## src/rtl/pid_pkg.sv

```systemverilog
// Shared constants, FSM encoding and saturation helper for the multiplexed PID core.
package pid_pkg;

  localparam int CHN_WIDTH = 3;
  localparam int FRAC_BITS = 8;
  localparam int ACC_W     = 40;
  localparam int INTEG_W   = 24;
  localparam int COEF_W    = 16;
  localparam int MUL_W     = 25;

  localparam logic [2:0] S_IDLE = 3'd0;
  localparam logic [2:0] S_ERR  = 3'd1;
  localparam logic [2:0] S_P    = 3'd2;
  localparam logic [2:0] S_I    = 3'd3;
  localparam logic [2:0] S_D    = 3'd4;
  localparam logic [2:0] S_OUT  = 3'd5;

  // Symmetric clamp to +/-lim; callers truncate the result to their own width.
  function automatic logic signed [ACC_W-1:0] sat_sym(input logic signed [ACC_W-1:0] v,
                                                      input logic signed [ACC_W-1:0] lim);
    if (v > lim) return lim;
    if (v < -lim) return -lim;
    return v;
  endfunction

endpackage

```

## src/rtl/pid_mac.sv

```systemverilog
// Shared signed 16x25 multiply with clear-or-accumulate into a registered 40-bit sum.
module pid_mac
  import pid_pkg::*;
(
  input  logic                     clk,
  input  logic                     rst,
  input  logic                     en,
  input  logic                     clr,
  input  logic signed [COEF_W-1:0] coef,
  input  logic signed [MUL_W-1:0]  x,
  output logic signed [ACC_W-1:0]  acc
);

  logic signed [COEF_W+MUL_W-1:0] prod;
  logic signed [ACC_W-1:0]        prod_t;

  assign prod   = coef * x;
  assign prod_t = signed'(prod[ACC_W-1:0]);

  always_ff @(posedge clk) begin
    if (rst) begin
      acc <= '0;
    end else if (en) begin
      acc <= clr ? prod_t : acc + prod_t;
    end
  end

endmodule

```

## src/rtl/pid_mux_core.sv

```systemverilog
// Time-multiplexed PID controller sweeping NUM_CHN channels through one shared MAC.
// Define PID_DERIV_EN to include the derivative step (5-cycle channel slot instead of 4).
module pid_mux_core #(
  parameter int                DATA_WIDTH = 16,
  parameter int                NUM_CHN    = 4,
  parameter int                CHN_WIDTH  = pid_pkg::CHN_WIDTH,
  parameter logic signed [15:0] KP        = 16'sd256,
  parameter logic signed [15:0] KI        = 16'sd0,
  parameter logic signed [15:0] KD        = 16'sd0,
  parameter int                FRAC_BITS  = pid_pkg::FRAC_BITS,
  parameter int                OUT_MAX    = 1500,
  parameter int                INTEG_MAX  = 65535
) (
  input  logic                         clk,
  input  logic                         rst,
  input  logic                         start,
  input  logic                         sp_valid_i,
  input  logic [CHN_WIDTH-1:0]         sp_chn_i,
  input  logic signed [DATA_WIDTH-1:0] sp_data_i,
  input  logic                         y_valid_i,
  input  logic [CHN_WIDTH-1:0]         y_chn_i,
  input  logic signed [DATA_WIDTH-1:0] y_data_i,
  output logic                         u_valid_o,
  output logic [CHN_WIDTH-1:0]         u_chn_o,
  output logic signed [DATA_WIDTH-1:0] u_data_o,
  output logic                         busy_o,
  output logic                         overrun_o
);
  import pid_pkg::*;

  localparam int ERR_W = DATA_WIDTH + 1;
  localparam int IDX_W = (NUM_CHN > 1) ? $clog2(NUM_CHN) : 1;
  localparam logic [CHN_WIDTH-1:0] LAST_CH = CHN_WIDTH'(NUM_CHN - 1);

  logic [2:0]                  state;
  logic [CHN_WIDTH-1:0]        ch;
  logic [IDX_W-1:0]            ch_idx;
  logic signed [DATA_WIDTH-1:0] sp_r    [NUM_CHN];
  logic signed [DATA_WIDTH-1:0] y_r     [NUM_CHN];
  logic signed [INTEG_W-1:0]   integ_r [NUM_CHN];
  logic signed [ERR_W-1:0]     e_now;
  logic signed [ERR_W-1:0]     e_p0;
  logic signed [ACC_W-1:0]     integ_sum;
  logic signed [INTEG_W-1:0]   integ_new;
  logic                        mac_en;
  logic                        mac_clr;
  logic signed [COEF_W-1:0]    mac_coef;
  logic signed [MUL_W-1:0]     mac_x;
  logic signed [ACC_W-1:0]     acc;
  logic signed [ACC_W-1:0]     acc_sh;
  logic signed [DATA_WIDTH-1:0] u_next;

`ifdef PID_DERIV_EN
  logic signed [ERR_W-1:0]     eprev_r [NUM_CHN];
  logic signed [ERR_W:0]       de;
  assign de = (ERR_W+1)'(e_p0) - (ERR_W+1)'(eprev_r[ch_idx]);
`else
  logic unused_kd;
  assign unused_kd = ^KD;
`endif

  assign ch_idx = ch[IDX_W-1:0];
  assign busy_o = (state != S_IDLE);

  // Writes to channel indices beyond the last channel are dropped.
  always_ff @(posedge clk) begin
    if (rst) begin
      for (int i = 0; i < NUM_CHN; i++) begin
        sp_r[i] <= '0;
        y_r[i]  <= '0;
      end
    end else begin
      if (sp_valid_i && (sp_chn_i <= LAST_CH)) sp_r[sp_chn_i[IDX_W-1:0]] <= sp_data_i;
      if (y_valid_i && (y_chn_i <= LAST_CH))   y_r[y_chn_i[IDX_W-1:0]]   <= y_data_i;
    end
  end

  // Stage p0: error and clamped integrator for the current channel
  assign e_now     = ERR_W'(sp_r[ch_idx]) - ERR_W'(y_r[ch_idx]);
  assign integ_sum = ACC_W'(integ_r[ch_idx]) + ACC_W'(e_now);
  assign integ_new = INTEG_W'(sat_sym(integ_sum, ACC_W'(INTEG_MAX)));

  // Stage p1: one MAC term per state
  always_comb begin
    mac_en   = 1'b0;
    mac_clr  = 1'b0;
    mac_coef = '0;
    mac_x    = '0;
    case (state)
      S_P: begin
        mac_en   = 1'b1;
        mac_clr  = 1'b1;
        mac_coef = KP;
        mac_x    = MUL_W'(e_p0);
      end
      S_I: begin
        mac_en   = 1'b1;
        mac_coef = KI;
        mac_x    = MUL_W'(integ_r[ch_idx]);
      end
`ifdef PID_DERIV_EN
      S_D: begin
        mac_en   = 1'b1;
        mac_coef = KD;
        mac_x    = MUL_W'(de);
      end
`endif
      default: ;
    endcase
  end

  pid_mac u_mac (
    .clk  (clk),
    .rst  (rst),
    .en   (mac_en),
    .clr  (mac_clr),
    .coef (mac_coef),
    .x    (mac_x),
    .acc  (acc)
  );

  // Stage p2: rescale and saturate the finished accumulator
  assign acc_sh = acc >>> FRAC_BITS;
  assign u_next = DATA_WIDTH'(sat_sym(acc_sh, ACC_W'(OUT_MAX)));

  always_ff @(posedge clk) begin
    if (rst) begin
      state     <= S_IDLE;
      ch        <= '0;
      e_p0      <= '0;
      u_valid_o <= 1'b0;
      u_chn_o   <= '0;
      u_data_o  <= '0;
      overrun_o <= 1'b0;
      for (int i = 0; i < NUM_CHN; i++) begin
        integ_r[i] <= '0;
`ifdef PID_DERIV_EN
        eprev_r[i] <= '0;
`endif
      end
    end else begin
      u_valid_o <= 1'b0;
      if (start && state != S_IDLE) overrun_o <= 1'b1;
      case (state)
        S_IDLE: begin
          if (start) begin
            state <= S_ERR;
            ch    <= '0;
          end
        end
        S_ERR: begin
          e_p0            <= e_now;
          integ_r[ch_idx] <= integ_new;
          state           <= S_P;
        end
        S_P: state <= S_I;
`ifdef PID_DERIV_EN
        S_I: state <= S_D;
        S_D: begin
          eprev_r[ch_idx] <= e_p0;
          state           <= S_OUT;
        end
`else
        S_I: state <= S_OUT;
`endif
        S_OUT: begin
          u_valid_o <= 1'b1;
          u_chn_o   <= ch;
          u_data_o  <= u_next;
          if (ch == LAST_CH) begin
            state <= S_IDLE;
          end else begin
            ch    <= ch + 1'b1;
            state <= S_ERR;
          end
        end
        default: state <= S_IDLE;
      endcase
    end
  end

endmodule
```

## config.mk

```make
export PLATFORM = sky130hd
export DESIGN_NAME = pid_mux_core
export DESIGN_NICKNAME = d
export VERILOG_FILES = /design/src/rtl/pid_pkg.sv /design/src/rtl/pid_mac.sv /design/src/rtl/pid_mux_core.sv
export SDC_FILE = /design/constraint.sdc
export NUM_CORES = 1
export LEC_CHECK = 0
export CAP_MARGIN = 20
export CELL_PAD_IN_SITES_DETAIL_PLACEMENT = 0
export CELL_PAD_IN_SITES_GLOBAL_PLACEMENT = 1
export CORE_ASPECT_RATIO = 0.5
export CORE_MARGIN = 10
export CORE_UTILIZATION = 50
export DETAILED_ROUTE_END_ITERATION = 7
export DONT_BUFFER_PORTS = 1
export GPL_TIMING_DRIVEN = 0
export PLACE_DENSITY_LB_ADDON = 0.15
export SLEW_MARGIN = 25
export SYNTH_ARGS = -nofsm -noshare
export SYNTH_HDL_FRONTEND = slang
export SYNTH_SLANG_ARGS = --single-unit
```

## constraint.sdc

```tcl
create_clock -name clk -period 4.2 [get_ports clk]
set_input_delay 0.42 -clock clk [delete_from_list [all_inputs] [get_ports clk]]
set_output_delay 0.42 -clock clk [all_outputs]
set_load 0.01 [all_outputs]
```

==> flow_summary_export.csv <==
group,metric,value,unit
cells_and_area,layout_common_cells,"edfxtp_1, and2_1, a21oi_1, dfxtp_1, nor2_1",
cells_and_area,drive_gt1_share,10.7,%
cells_and_area,instances_no_fill,1348,
synth,synth_edf_count,128,
clock_tree,cts-root-buf,"clkbuf_16",
synth,yosys.area_share.simple,17.1,%
critical_path,reg2reg_from,"state[2]$_SDFFE_PP0N_",
flow_run,maxCapViolCount,0,
synth,ys_ff_latch,206,
clock_tree,cts.sinks,206,
clock_tree,clock_latency,0.51,ns
drt,post_drt_via_cell_ratio,5.82,
place,place_ws,-0.987,ns
critical_path,r2r_setup_slack,0.29,ns
drt,dr_total_vias,7842,
sta,min_period_over_period,93.2,%
synth,synth_fa_ha_area_share,5.87,%
place,placed_cell_area,11300,µm²
place,dp_cells,1308,
sta,setup-violations-final,0,
critical_path,crit_fanout,10,
run_status,status,"finished, final reports clean",
drt,drcViolationCount,0,
drt,wl_met2,13.1,mm
power,p_total,0.00500,W
floorplan,fp.dieW,229,µm
global_routing,grt_pass1_vias,7724,
floorplan,dieArea,28500,µm²
synth,synth_mux_area_share,7.25,%
synth,avgSynthCellArea,10.8,µm²
drt,wl_met3,1.55,mm
place,port_buffers,0,
cells_and_area,antenna_cells,0,
clock_tree,cts.clk_slew.worst_paths,0.07,ns
critical_path,startpoint,"state[2]$_SDFFE_PP0N_",
synth,ys_types,58,
hold_path,hold_path.class,"in2reg",
power,power_density,411,nW/µm²
synth,synth_xor_area_share,3.05,%
synth,synth_top_family_by_area,"simple AND/OR/NAND/NOR gates",
floorplan,fp.coreArea,21500,µm²
cells_and_area,stdcell_area,12200,µm²
drt,drtAntennaViolNets,0,
global_routing,grt_pass1_wl,43.6,mm
global_routing,antenna_found_initial,0,
place,place_congestion,0.932,
critical_path,endpoint,"u_mac.acc[38]$_SDFFE_PP0N_",
sta,worstMarginPinSlew,1.00,ns
synth,synth_fp_nets,1101,
critical_path,rr_worst_depth,18,
global_routing,overflow,0,
clock_tree,clock_path_buffers,3,
critical_path,cp.arrival,4.26,ns
sta,grt_setup_unrepaired,"no",
synth,synth_cells,1008,
global_routing,grt_usage,19.0,%
cells_and_area,nNetsFinal,1127,
floorplan,die_height,124,µm
power,p_leak,4.67,nW
sta,fmax,255,MHz
floorplan,num_rows,38,
floorplan,io-pin-count,65,
clock_tree,htreeDepth,1,
drt,drt_pass1_iterations,5,
critical_path,crit_type,"reg2reg",
drt,wl_per_cell,20.7,µm
global_routing,grt_max_degree,20,
sta,fin_crit,3.91,ns
synth,async_reset_ff_share,0,%
sta,slew_violations,0,
sta,slew_headroom,31.5,%
floorplan,start_util,50.7,%
synth,yosys_warnings,0,
drt,wl_met1,12.8,mm
critical_path,endpoint_kind,"flip-flop",
place,dp_hpwl,20.2,mm
synth,syn_area,10900,µm²
critical_path,worstPathRequired,4.55,ns
critical_path,start_kind,"flip-flop",
cells_and_area,syn2layout_area_growth,11.5,%
clock_tree,cts_hold_buf,0,
synth,synth_top_flop_cell,"edfxtp_1",
drt,highest_layer,"met4",
sta,fin_skew,0.0251,ns
clock_tree,cts_buffers,20,
synth,yosysSeqAreaShare,49.5,%
sta,setup_slack,0.285,ns
critical_path,rr_endpoint,"u_mac.acc[38]$_SDFFE_PP0N_",
synth,synth_compound_area_share,13.8,%
clock_tree,cts_tree,"built",
drt,drt-total-wl,27.8,mm
sta,hold_viol_final,0,
power,ir_worst_vdd,0.000370,V
drt,drtIter0Drc,613,
cells_and_area,final_common_cell,"edfxtp_1",
## worst max-delay path: stages (launching register included)
cell and delay, ns:
dfxtp_1 0.39, nand2b_1 0.20, buf_2 0.21, nor2_2 0.15, nand2_1 0.12, fa_1 0.43
nor2b_1 0.17, o21a_1 0.15, o21ai_1 0.11, a21oi_2 0.28, a41oi_4 0.21, a21oi_2 0.17
a211oi_2 0.04, buf_4 0.17, o31ai_2 0.28, a21oi_1 0.14, o21ai_1 0.19, mux2i_1 0.24
o22ai_1 0.11
## worst min-delay path by stage
stage	end	startpoint	cells past startpoint
finish	overrun_o$_SDFFE_PP0P_	start	2
global placement	u_chn_o[2]$_SDFFE_PP0P_	ch[2]$_SDFFE_PP0P_	2
detailed placement	u_chn_o[2]$_SDFFE_PP0P_	ch[2]$_SDFFE_PP0P_	2
global route	y_r[2][14]$_SDFFCE_PN0P_	y_data_i[14]	1
CTS	overrun_o$_SDFFE_PP0P_	start	2
floorplan	e_p0[13]$_SDFFE_PP0P_	e_p0[13]$_SDFFE_PP0P_	1
## registers in the layout (all words and copies together), names as in the netlist, named ones only
| name | count |
|---|---|
| sp_r | 64 |
| y_r | 64 |
| u_mac.acc | 31 |
| e_p0 | 17 |
| u_data_o | 16 |
| ch | 3 |
| state | 3 |
| u_chn_o | 3 |
| overrun_o | 1 |
| u_valid_o | 1 |
## synth_stat cells (all sizes together) (3+ instances only)
cell / instances / area [µm²]
inv: 40 / 150
ha: 48 / 601
a41oi: 3 / 26.3
a21o: 16 / 120
nand4: 8 / 50.1
nand3: 8 / 40.0
a31oi: 8 / 50.1
and3: 37 / 231
o22ai: 7 / 43.8
a22o: 14 / 123
nor2: 58 / 218
nor2b: 10 / 62.6
a21oi: 95 / 475
dfxtp: 78 / 1560
a211oi: 19 / 143
a22oi: 3 / 22.5
edfxtp: 128 / 3840
nand2b: 10 / 62.6
nand2: 47 / 176
nor4: 7 / 43.8
mux4: 32 / 721
o21bai: 7 / 52.6
or2: 7 / 43.8
o211ai: 5 / 37.5
o31ai: 5 / 37.5
xnor2: 28 / 245
clkbuf: 42 / 158
xor2: 10 / 87.6
nand3b: 3 / 22.5
mux2i: 7 / 70.1
and2: 114 / 713
o21ai: 34 / 170
o21a: 8 / 60.1
buf: 14 / 55.1
nand4b: 3 / 26.3
nor3: 14 / 70.1
nor3b: 6 / 45.0
## routing by layer
| metal | track usage [%] | up-vias |
|---|---|---|
| li1 | - | 3754 |
| met1 | 25.5 | 3856 |
| met2 | 31.3 | 192 |
| met3 | 3.91 | 40 |
| met4 | 3.83 | 0 |
| met5 | 0 | - |
## cell type report
type | count | area [µm²]
buffer | 53 | 221
clock buffer | 21 | 526
clock inverter | 15 | 185
fill | 1865 | 9370
inverter | 40 | 154
multi-input combinational | 706 | 5240
sequential | 206 | 5410
tap | 300 | 375
timing repair buffer | 7 | 65.1
## per-stage QoR
stage | hold slack, ns | utilization [%] | setup TNS, ns
3_5_place_dp | 0.470 | 52.4 | -9.65
3_3_place_gp | 0.463 | 52.4 | -9.11
6_report | 0.0811 | 56.5 | 0
2_1_floorplan | 0.434 | - | 0
4_1_cts | 0.0752 | 55.9 | 0
5_1_grt | 0.0805 | 56.5 | 0
## timing repair
| action | 4_1_cts | 5_1_grt |
|---|---|---|
| resized for setup | 15 | 20 |
| endpoints found under the hold margin | 0 | 0 |
| pin swaps | 0 | 3 |
| setup endpoints to repair | 19 | 10 |
| buffers inserted | 0 | 7 |
## kinds of logic (layout without fill, tap and decap cells)
| logic type | Yosys count | count (layout) |
|---|---|---|
| xor+xnor | 38 | 38 |
| simple gates | 340 | 340 |
| mux | 39 | 39 |
| compound gates | 239 | 239 |
| buf+inv | 96 | 136 |
| fa+ha+maj | 50 | 50 |
| flops | 206 | 206 |
## power by group
| group | internal [W] | switching (W) |
|---|---|---|
| sequential | 0.00229 | 0.0000891 |
| clock | 0.00116 | 0.000790 |
| combinational | 0.000263 | 0.000409 |
No activity file was read; power rests on OpenSTA's default activity.
